--- src/rtl/mpu_host_mem_responder.sv ---
// MPU host-memory read responder.
// Accepts a one-cycle hm_start with a 64-bit byte address, holds hm_en low
// while it fetches two 32-bit beats over a strobe/ack bus, and returns the
// assembled 64-bit word on hm_data. Aborts (range or ack timeout) return
// all-ones with hm_err set.
// Optional build macro MPU_HM_CACHE_EN adds a one-entry read cache.
module mpu_host_mem_responder #(
    parameter int ADDR_W  = 32,
    parameter int TIMEOUT = 255
) (
    input  logic              sys_clk,
    input  logic              sys_rst,
    input  logic [63:0]       hm_addr,
    input  logic              hm_start,
    output logic [63:0]       hm_data,
    output logic              hm_en,
    output logic              hm_err,
    output logic [ADDR_W-1:0] mem_adr,
    output logic              mem_stb,
    input  logic [31:0]       mem_dat_i,
    input  logic              mem_ack,
    input  logic              cache_inval
);

    localparam int CNT_W = ($clog2(TIMEOUT + 1) < 8) ? 8 : $clog2(TIMEOUT + 1);
    localparam logic [CNT_W-1:0]  TO_V = CNT_W'(TIMEOUT);
    localparam logic [ADDR_W-1:0] BEAT = ADDR_W'(4);

    localparam logic [1:0] S_IDLE  = 2'd0;
    localparam logic [1:0] S_RD_LO = 2'd1;
    localparam logic [1:0] S_RD_HI = 2'd2;

    logic [1:0]        state_q, state_d;
    logic [ADDR_W-1:0] mem_adr_q, mem_adr_d;
    logic              mem_stb_q, mem_stb_d;
    logic [63:0]       hm_data_q, hm_data_d;
    logic              hm_en_q, hm_en_d;
    logic              hm_err_q, hm_err_d;
    logic [31:0]       lo_q, lo_d;
    logic [CNT_W-1:0]  cnt_q, cnt_d;
    logic [CNT_W-1:0]  cnt_inc;

    logic [ADDR_W-1:0] a_in;
    logic              oor;
    logic              tmo;
    logic              abort;
    logic              done;
    logic              hit;

    // Byte-offset bits are ignored; cache_inval is only consumed in the cache build.
    logic unused_ok;
    assign unused_ok = ^{hm_addr[2:0], cache_inval};

    assign a_in = {hm_addr[ADDR_W-1:3], 3'b000};

    generate
        if (ADDR_W < 64) begin : g_rng
            assign oor = |hm_addr[63:ADDR_W];
        end else begin : g_full
            assign oor = 1'b0;
        end
    endgenerate

`ifdef MPU_HM_CACHE_EN
    logic [ADDR_W-1:0] tag_q, tag_d;
    logic              cval_q, cval_d;

    // A hit needs no separate data store: every non-hit outcome either writes
    // a fresh word with valid set or clears valid, so hm_data_q is the entry.
    assign hit = cval_q && !cache_inval && (tag_q == a_in);

    // Cache tag/valid update: set on completed read, cleared on abort or inval.
    always_comb begin
        cval_d = cval_q;
        tag_d  = tag_q;
        if (done) begin
            cval_d = 1'b1;
            tag_d  = mem_adr_q - BEAT;
        end
        if (abort || cache_inval) begin
            cval_d = 1'b0;
        end
    end

    // Cache registers.
    always_ff @(posedge sys_clk) begin
        if (sys_rst) begin
            cval_q <= 1'b0;
            tag_q  <= '0;
        end else begin
            cval_q <= cval_d;
            tag_q  <= tag_d;
        end
    end
`else
    assign hit = 1'b0;
`endif

    // Request sequencing: accept/range-check in IDLE, two bus beats, timeout abort.
    always_comb begin
        state_d   = state_q;
        mem_adr_d = mem_adr_q;
        mem_stb_d = mem_stb_q;
        hm_data_d = hm_data_q;
        hm_en_d   = hm_en_q;
        hm_err_d  = hm_err_q;
        lo_d      = lo_q;
        cnt_d     = cnt_q;
        cnt_inc   = cnt_q + 1'b1;
        tmo       = 1'b0;
        abort     = 1'b0;
        done      = 1'b0;
        case (state_q)
            S_IDLE: begin
                // Stalls that finish without the bus last exactly one cycle.
                hm_en_d = 1'b1;
                cnt_d   = '0;
                if (hm_start) begin
                    hm_en_d = 1'b0;
                    if (oor) begin
                        hm_data_d = '1;
                        hm_err_d  = 1'b1;
                        abort     = 1'b1;
                    end else begin
                        hm_err_d = 1'b0;
                        if (!hit) begin
                            mem_adr_d = a_in;
                            mem_stb_d = 1'b1;
                            state_d   = S_RD_LO;
                        end
                    end
                end
            end
            S_RD_LO: begin
                if (mem_ack) begin
                    lo_d      = mem_dat_i;
                    mem_adr_d = mem_adr_q + BEAT;
                    cnt_d     = '0;
                    state_d   = S_RD_HI;
                end else if (cnt_inc == TO_V) begin
                    tmo = 1'b1;
                end else begin
                    cnt_d = cnt_inc;
                end
            end
            S_RD_HI: begin
                if (mem_ack) begin
                    hm_data_d = {mem_dat_i, lo_q};
                    mem_stb_d = 1'b0;
                    hm_en_d   = 1'b1;
                    state_d   = S_IDLE;
                    done      = 1'b1;
                end else if (cnt_inc == TO_V) begin
                    tmo = 1'b1;
                end else begin
                    cnt_d = cnt_inc;
                end
            end
            default: begin
                state_d   = S_IDLE;
                mem_stb_d = 1'b0;
                hm_en_d   = 1'b1;
            end
        endcase
        if (tmo) begin
            mem_stb_d = 1'b0;
            hm_data_d = '1;
            hm_err_d  = 1'b1;
            hm_en_d   = 1'b1;
            cnt_d     = '0;
            state_d   = S_IDLE;
            abort     = 1'b1;
        end
    end

    // Responder registers; reset overrides any transfer in flight.
    always_ff @(posedge sys_clk) begin
        if (sys_rst) begin
            state_q   <= S_IDLE;
            mem_adr_q <= '0;
            mem_stb_q <= 1'b0;
            hm_data_q <= '0;
            hm_en_q   <= 1'b1;
            hm_err_q  <= 1'b0;
            lo_q      <= '0;
            cnt_q     <= '0;
        end else begin
            state_q   <= state_d;
            mem_adr_q <= mem_adr_d;
            mem_stb_q <= mem_stb_d;
            hm_data_q <= hm_data_d;
            hm_en_q   <= hm_en_d;
            hm_err_q  <= hm_err_d;
            lo_q      <= lo_d;
            cnt_q     <= cnt_d;
        end
    end

    assign hm_data = hm_data_q;
    assign hm_en   = hm_en_q;
    assign hm_err  = hm_err_q;
    assign mem_adr = mem_adr_q;
    assign mem_stb = mem_stb_q;

endmodule

--- config.mk ---
export PLATFORM = sky130hd
export DESIGN_NAME = mpu_host_mem_responder
export DESIGN_NICKNAME = d
export VERILOG_FILES = /design/src/rtl/mpu_host_mem_responder.sv
export SDC_FILE = /design/constraint.sdc
export NUM_CORES = 1
export LEC_CHECK = 0
export CORE_ASPECT_RATIO = 2
export CORE_UTILIZATION = 49
export DETAILED_ROUTE_END_ITERATION = 12
export GPL_ROUTABILITY_DRIVEN = 0
export GPL_TIMING_DRIVEN = 1
export PLACE_DENSITY_LB_ADDON = 0.05
export RECOVER_POWER = 100
export REMOVE_ABC_BUFFERS = 1
export SLEW_MARGIN = 5
export SYNTH_ARGS = -nofsm -noshare
export SYNTH_HDL_FRONTEND = slang
export SYNTH_SLANG_ARGS = --single-unit
--- constraint.sdc ---
create_clock -name sys_clk -period 2.6 [get_ports sys_clk]
set_input_delay 0.78 -clock sys_clk [delete_from_list [all_inputs] [get_ports sys_clk]]
set_output_delay 0.78 -clock sys_clk [all_outputs]
set_load 0.02 [all_outputs]
==> results.sh, run 1 <==
export IMPL_firstDrtPassIters=5
export IMPL_port_buffers=193
export IMPL_grt_pass1_wl_um=36800
export IMPL_period_needed_ns=2.53
export IMPL_worst_pin_slew_ns=0.762
export IMPL_cp_slowest_cell="or4_1"
export IMPL_place_area_um2=9390
export IMPL_grt_ovfl_total=0
export IMPL_relSlewSlack_pct=49.2
export IMPL_maxCapViolations=0
export IMPL_fin_skew_ns=0.0129
export IMPL_synth_top_area_share_pct=38.5
export IMPL_cp_startpoint="hm_addr[58]"
export IMPL_dp_cells=1283
export IMPL_dieArea_um2=15300
export IMPL_min_period_over_period_pct=97.1
export IMPL_first_global_vias=7575
export IMPL_detail_route_antenna_nets=0
export IMPL_antenna_found_initial=0
export IMPL_first_iter_violations=443
export IMPL_rows=62
export IMPL_whs_ns=0.454
export IMPL_netlist_area_um2=7220
export IMPL_dp_slack_ns=-0.437
export IMPL_ys_dominant_reg_cell="dfxtp_1"
export IMPL_path_buf_inv=2
export IMPL_totalPowerFinal_mw=5.31
export IMPL_synth_area_leader_cell="dfxtp_1"
export IMPL_crit_fanout=8
export IMPL_fin_ws_ns=0.0749
export IMPL_insertion_delay_ns=0.43
export IMPL_cp_start_kind="input pin"
export IMPL_clkTransAtPathRegs_ns=0.06
export IMPL_avgRoutedWirePerCell_um=18.3
export IMPL_max_freq_mhz=396
export IMPL_yosys_warnings=0
export IMPL_synth_common_cells="240 x nand2_1, 139 x dfxtp_1, 83 x o21ai_0, 78 x a31oi_1, 74 x clkbuf_1"
export IMPL_wirelength_um=24300
export IMPL_synth_cell_types=49
export IMPL_core_um2=14400
export IMPL_htree_levels=4
export IMPL_vias=8020
export IMPL_viasPerCell=6.04
export IMPL_place_hpwl_um=14700
export IMPL_seq_area_frac_synth_pct=38.5
export IMPL_fin_area_um2=10300
export IMPL_crit_family="simple AND/OR/NAND/NOR gates"
export IMPL_worstPathRequired_ns=2.95
export IMPL_clock_sinks=139
export IMPL_grt_usage_pct=30.2
export IMPL_drv_slew=0
export IMPL_crit_path_end_kind="register"
export IMPL_initial_core_util_pct=50.3
export IMPL_finalSetupViolations=0
export IMPL_status="completed"
export IMPL_avgSynthCellArea_um2=7.59
export IMPL_final_cells=1327
export IMPL_hold_viol_final=0
export IMPL_cts_tree="yes"
export IMPL_crit_type="input pin to register"
export IMPL_cts_root_buffer="clkbuf_16"
export IMPL_synth_edff_count=0
export IMPL_reg2reg_from="state_q[0]"
export IMPL_crit_chain="clkdlybuf4s50_1, nor4_2, nand2_2, nor4_4, a31oi_4, buf_12, or4_1, a31oi_1"
export IMPL_die_w_um=87.9
export IMPL_die_h_um=174
export IMPL_cts_made_buffers=17
export IMPL_crit_arrival_ns=2.87
export IMPL_slowest_delay_ns=0.47
export IMPL_setup_tns_final_ns=0
export IMPL_ys_top_cells_by_area="dfxtp_1 39%, nand2_1 12%, a22o_1 7.8%, a31oi_1 6.8%, o21ai_0 5.8%"
export IMPL_powerDensity_nw_per_um2=514
export IMPL_min_path_type="register to register"
export IMPL_synth_seq_cells=139
export IMPL_worstHoldStart="lo_q[13]"
export IMPL_synth_most_common_cell="nand2_1"
export IMPL_io_pins=200
export IMPL_fin_nets=1229
export IMPL_p_leak_nw=3.81
export IMPL_route_detailed_drc=0
export IMPL_grt_max_degree=65
export IMPL_cts_max_path_buffers=2
export IMPL_layout_drive_gt1_share_pct=9.79
export IMPL_cts_hold_buf=0
export IMPL_area_growth_pct=43.2
export IMPL_syn_inst=952
export IMPL_final_util_pct=72.1
export IMPL_async_flop_share_pct=0
export IMPL_vdd_drop_max_v=0.000490
-- final timing paths --
check / slack [ns] / depth (start not counted) / to
max: 0.07 / 8 / mem_adr[6]
min: 0.45 / 2 / lo_q[13]
min reg2reg: 0.45 / 2 / lo_q[13]
max reg2reg: 0.16 / 8 / hm_data[32]
-- layer usage --
| metal | global-route usage, % | part of all wire [%] |
|---|---|---|
| met1 | 33.0 | 37 |
| met2 | 53.3 | 52 |
| met3 | 5.71 | 6.6 |
| met4 | 16.2 | 4.5 |
| met5 | 0 | 0 |
-- layout by cell type (no fill, tap or decap), types with 8 or more instances in the layout --
master	synthesis	layout
dlygate4sd3_1	0	74
o21ai_0	83	83
nand3_1	19	19
a21oi_1	54	54
clkdlybuf4s50_1	0	92
dfxtp_1	139	139
or4_1	11	10
buf_4	5	33
nand2_1	240	236
clkbuf_16	0	23
a211oi_1	12	12
nor3b_1	9	9
nand4_1	10	10
a22o_1	64	64
nor4_2	1	8
nor3_1	11	11
nor2_1	19	19
a31oi_1	78	77
dlymetal6s2s_1	0	25
-- cell type report --
class                           count  area [um2]
Clock buffer                       17         425
Sequential cell                   139        2780
Clock inverter                     14         139
Tap cell                          192         240
Fill cell                        1186        4010
Antenna cell                        1        2.50
Inverter                            8        30.0
Timing Repair Buffer              245        2590
Multi-Input combinational cell    711        4130
-- flip-flops by register name, indices dropped and copies added (netlist names) --
register  cells
mem_stb       1
state_q       2
cnt_q         8
mem_adr      30
hm_en         1
hm_data      64
hm_err        1
lo_q         32
-- cell families after synthesis --
family                   after synthesis  share of synthesized area [%]
flip-flops                           139                           38.5
buffers and inverters                104                           6.39
XOR/XNOR                               6                          0.728
adder cells (fa/ha/maj)                6                           1.04
AO/OA/AOI/OAI                        326                           29.5
other                                  1                         0.0519
AND/OR/NAND/NOR                      369                           23.6
multiplexers                           1                          0.139
-- repair_timing --
action	in CTS	in global routing
gates cloned	0	11
endpoints found under the setup margin	4	94
resized for setup	1	45
setup buffers	0	1
pin swaps	0	16
-- worst min-delay path: stages, from the launching register on --
cell     delay [ns]
dfxtp_1        0.31
nand2_1        0.05
a21oi_1        0.05
-- power by group --
group / internal [mW] / leakage (nW) / switching [mW] / total, mW
clock network: 1.33 / 0.269 / 1.05 / 2.38
logic: 0.351 / 2.40 / 0.330 / 0.680
registers: 2.20 / 1.14 / 0.0497 / 2.25
Power figures use the tool's default switching activity.
==> inputs of run 2 (changes only) <==
--- a/config.mk
+++ b/config.mk
@@ -6,10 +6,10 @@
 export NUM_CORES = 1
 export LEC_CHECK = 0
 export CORE_ASPECT_RATIO = 2
-export CORE_UTILIZATION = 49
+export CORE_UTILIZATION = 54
 export DETAILED_ROUTE_END_ITERATION = 12
+export DONT_BUFFER_PORTS = 1
 export GPL_ROUTABILITY_DRIVEN = 0
-export GPL_TIMING_DRIVEN = 1
 export PLACE_DENSITY_LB_ADDON = 0.05
 export RECOVER_POWER = 100
 export REMOVE_ABC_BUFFERS = 1
==> results.sh, run 2 (same netlist as run 1, synthesis figures left out) <==
export IMPL_cp_start_kind="register"
export IMPL_setup_tns_final_ns=0
export IMPL_final_cells=1075
export IMPL_dp_cells=1043
export IMPL_whs_ns=0.427
export IMPL_wl_met3_um=1550
export IMPL_final_common_cell="nand2_1"
export IMPL_initial_core_util_pct=55.6
export IMPL_die_w_um=83.8
export IMPL_fin_area_um2=7870
export IMPL_fin_nets=1017
export IMPL_crit_fanout=22
export IMPL_min_path_type="input pin to register"
export IMPL_htree_levels=4
export IMPL_insertedDiodeCount=0
export IMPL_largest_reg_flops=64
export IMPL_slowest_delay_ns=0.52
export IMPL_p_leak_nw=2.49
export IMPL_viasPerCell=6.73
export IMPL_period_needed_ns=2.40
export IMPL_crit_type="register to register"
export IMPL_grt_pass1_wl_um=34400
export IMPL_crit_path_end_kind="register"
export IMPL_first_iter_violations=438
export IMPL_fin_ws_ns=0.196
export IMPL_postCtsResizedCells=0
export IMPL_core_um2=13000
export IMPL_worstHoldStart="sys_rst"
export IMPL_cp_startpoint="cnt_q[0]"
export IMPL_wirelength_um=21500
export IMPL_cts_hold_buf=0
export IMPL_reg2reg_from="cnt_q[0]"
export IMPL_place_area_um2=7350
export IMPL_rr_worst_depth=8
export IMPL_status="completed"
export IMPL_drv_slew=0
export IMPL_route_detailed_drc=0
export IMPL_grt_ovfl_total=0
export IMPL_powerDensity_nw_per_um2=627
export IMPL_postCtsSetupRepairBufs=0
export IMPL_first_global_vias=7155
export IMPL_hold_viol_final=0
export IMPL_grt_usage_pct=30.3
export IMPL_rsz0062_at_grt="no"
export IMPL_fin_skew_ns=0.0138
export IMPL_finalSetupViolations=0
export IMPL_rows=59
export IMPL_totalPowerFinal_mw=4.93
export IMPL_place_hpwl_um=13600
export IMPL_dieArea_um2=13900
export IMPL_max_freq_mhz=416
export IMPL_clock_sinks=139
export IMPL_layout_drive_gt1_share_pct=7.48
export IMPL_die_h_um=166
export IMPL_cts_tree="yes"
export IMPL_cts_made_buffers=17
export IMPL_crit_arrival_ns=2.68
export IMPL_mostFrequentLayoutCells="239 x nand2_1, 139 x dfxtp_1, 83 x o21ai_0"
export IMPL_io_pins=200
export IMPL_clkTransAtPathRegs_ns=0.06
export IMPL_crit_chain="ha_1, nand3_1, or3_1, a2111oi_4, nand2_2, buf_2, nand2b_1, a211oi_1"
export IMPL_maxCapViolations=0
export IMPL_final_util_pct=60.6
export IMPL_relSlewSlack_pct=47.3
export IMPL_vias=7233
export IMPL_min_period_over_period_pct=92.5
export IMPL_antenna_found_initial=0
export IMPL_detail_route_antenna_nets=0
export IMPL_cts_max_path_buffers=2
export IMPL_grt_max_degree=148
export IMPL_met2WireLength_um=11600
export IMPL_port_buffers=0
export IMPL_worstPathRequired_ns=2.87
export IMPL_avgRoutedWirePerCell_um=20.0
export IMPL_vdd_drop_max_v=0.000488
export IMPL_firstDrtPassIters=5
export IMPL_cp_slowest_cell="a2111oi_4"
export IMPL_insertion_delay_ns=0.41
export IMPL_highest_layer="met4"
export IMPL_worst_pin_slew_ns=0.791
export IMPL_min_delay_path_depth=1
export IMPL_dp_slack_ns=-0.0416
export IMPL_met1Wirelength_um=7770
export IMPL_area_growth_pct=8.94
export IMPL_cts_root_buffer="clkbuf_16"
[run 2: cell count changes in the layout (fill, tap and decap cells not counted), moves of 6 or more]
cell | before | now
clkdlybuf4s50_1 | 92 | 0
dlygate4sd3_1 | 74 | 0
dlymetal6s2s_1 | 25 | 0
buf_4 | 33 | 18
nor4_1 | 3 | 13
nor4_2 | 8 | 0
buf_6 | 6 | 0
clkbuf_1 | 0 | 6
clkbuf_16 | 23 | 17
[run 2: area by class of cell]
class                      count  area, um2
sequential                   139       2780
clock inverter                14        138
timing repair buffer          34        300
multi-input combinational    710       3990
inverter                       8       30.0
fill                        1187       5120
clock buffer                  18        439
tap                          152        190
[run 2: worst max-delay path: cells and delay by family, from the launching register on]
kind                     cells  cell delay [ns]
AO/OA/AOI/OAI                2             0.58
adder cells (fa/ha/maj)      1             0.25
buffers and inverters        1             0.28
flip-flops                   1             0.38
AND/OR/NAND/NOR              4             0.78
[run 2: power by group]
group	total (mW)	switching (mW)	internal (mW)
clock network	2.38	1.01	1.36
registers	2.35	0.152	2.20
logic	0.206	0.0993	0.107
[run 2: final timing paths]
kind	to	slack, ns
worst max-delay path	state_q[0]	0.20
worst min-delay path	hm_data[17]	0.43
worst max register to register	state_q[0]	0.20
worst min register to register	lo_q[13]	0.45
[run 2: layer usage]
metal	track usage [%]	up-vias
met5	0	-
li1	-	3379
met3	7.16	48
met2	55.7	310
met1	32.2	3496
met4	14.9	0
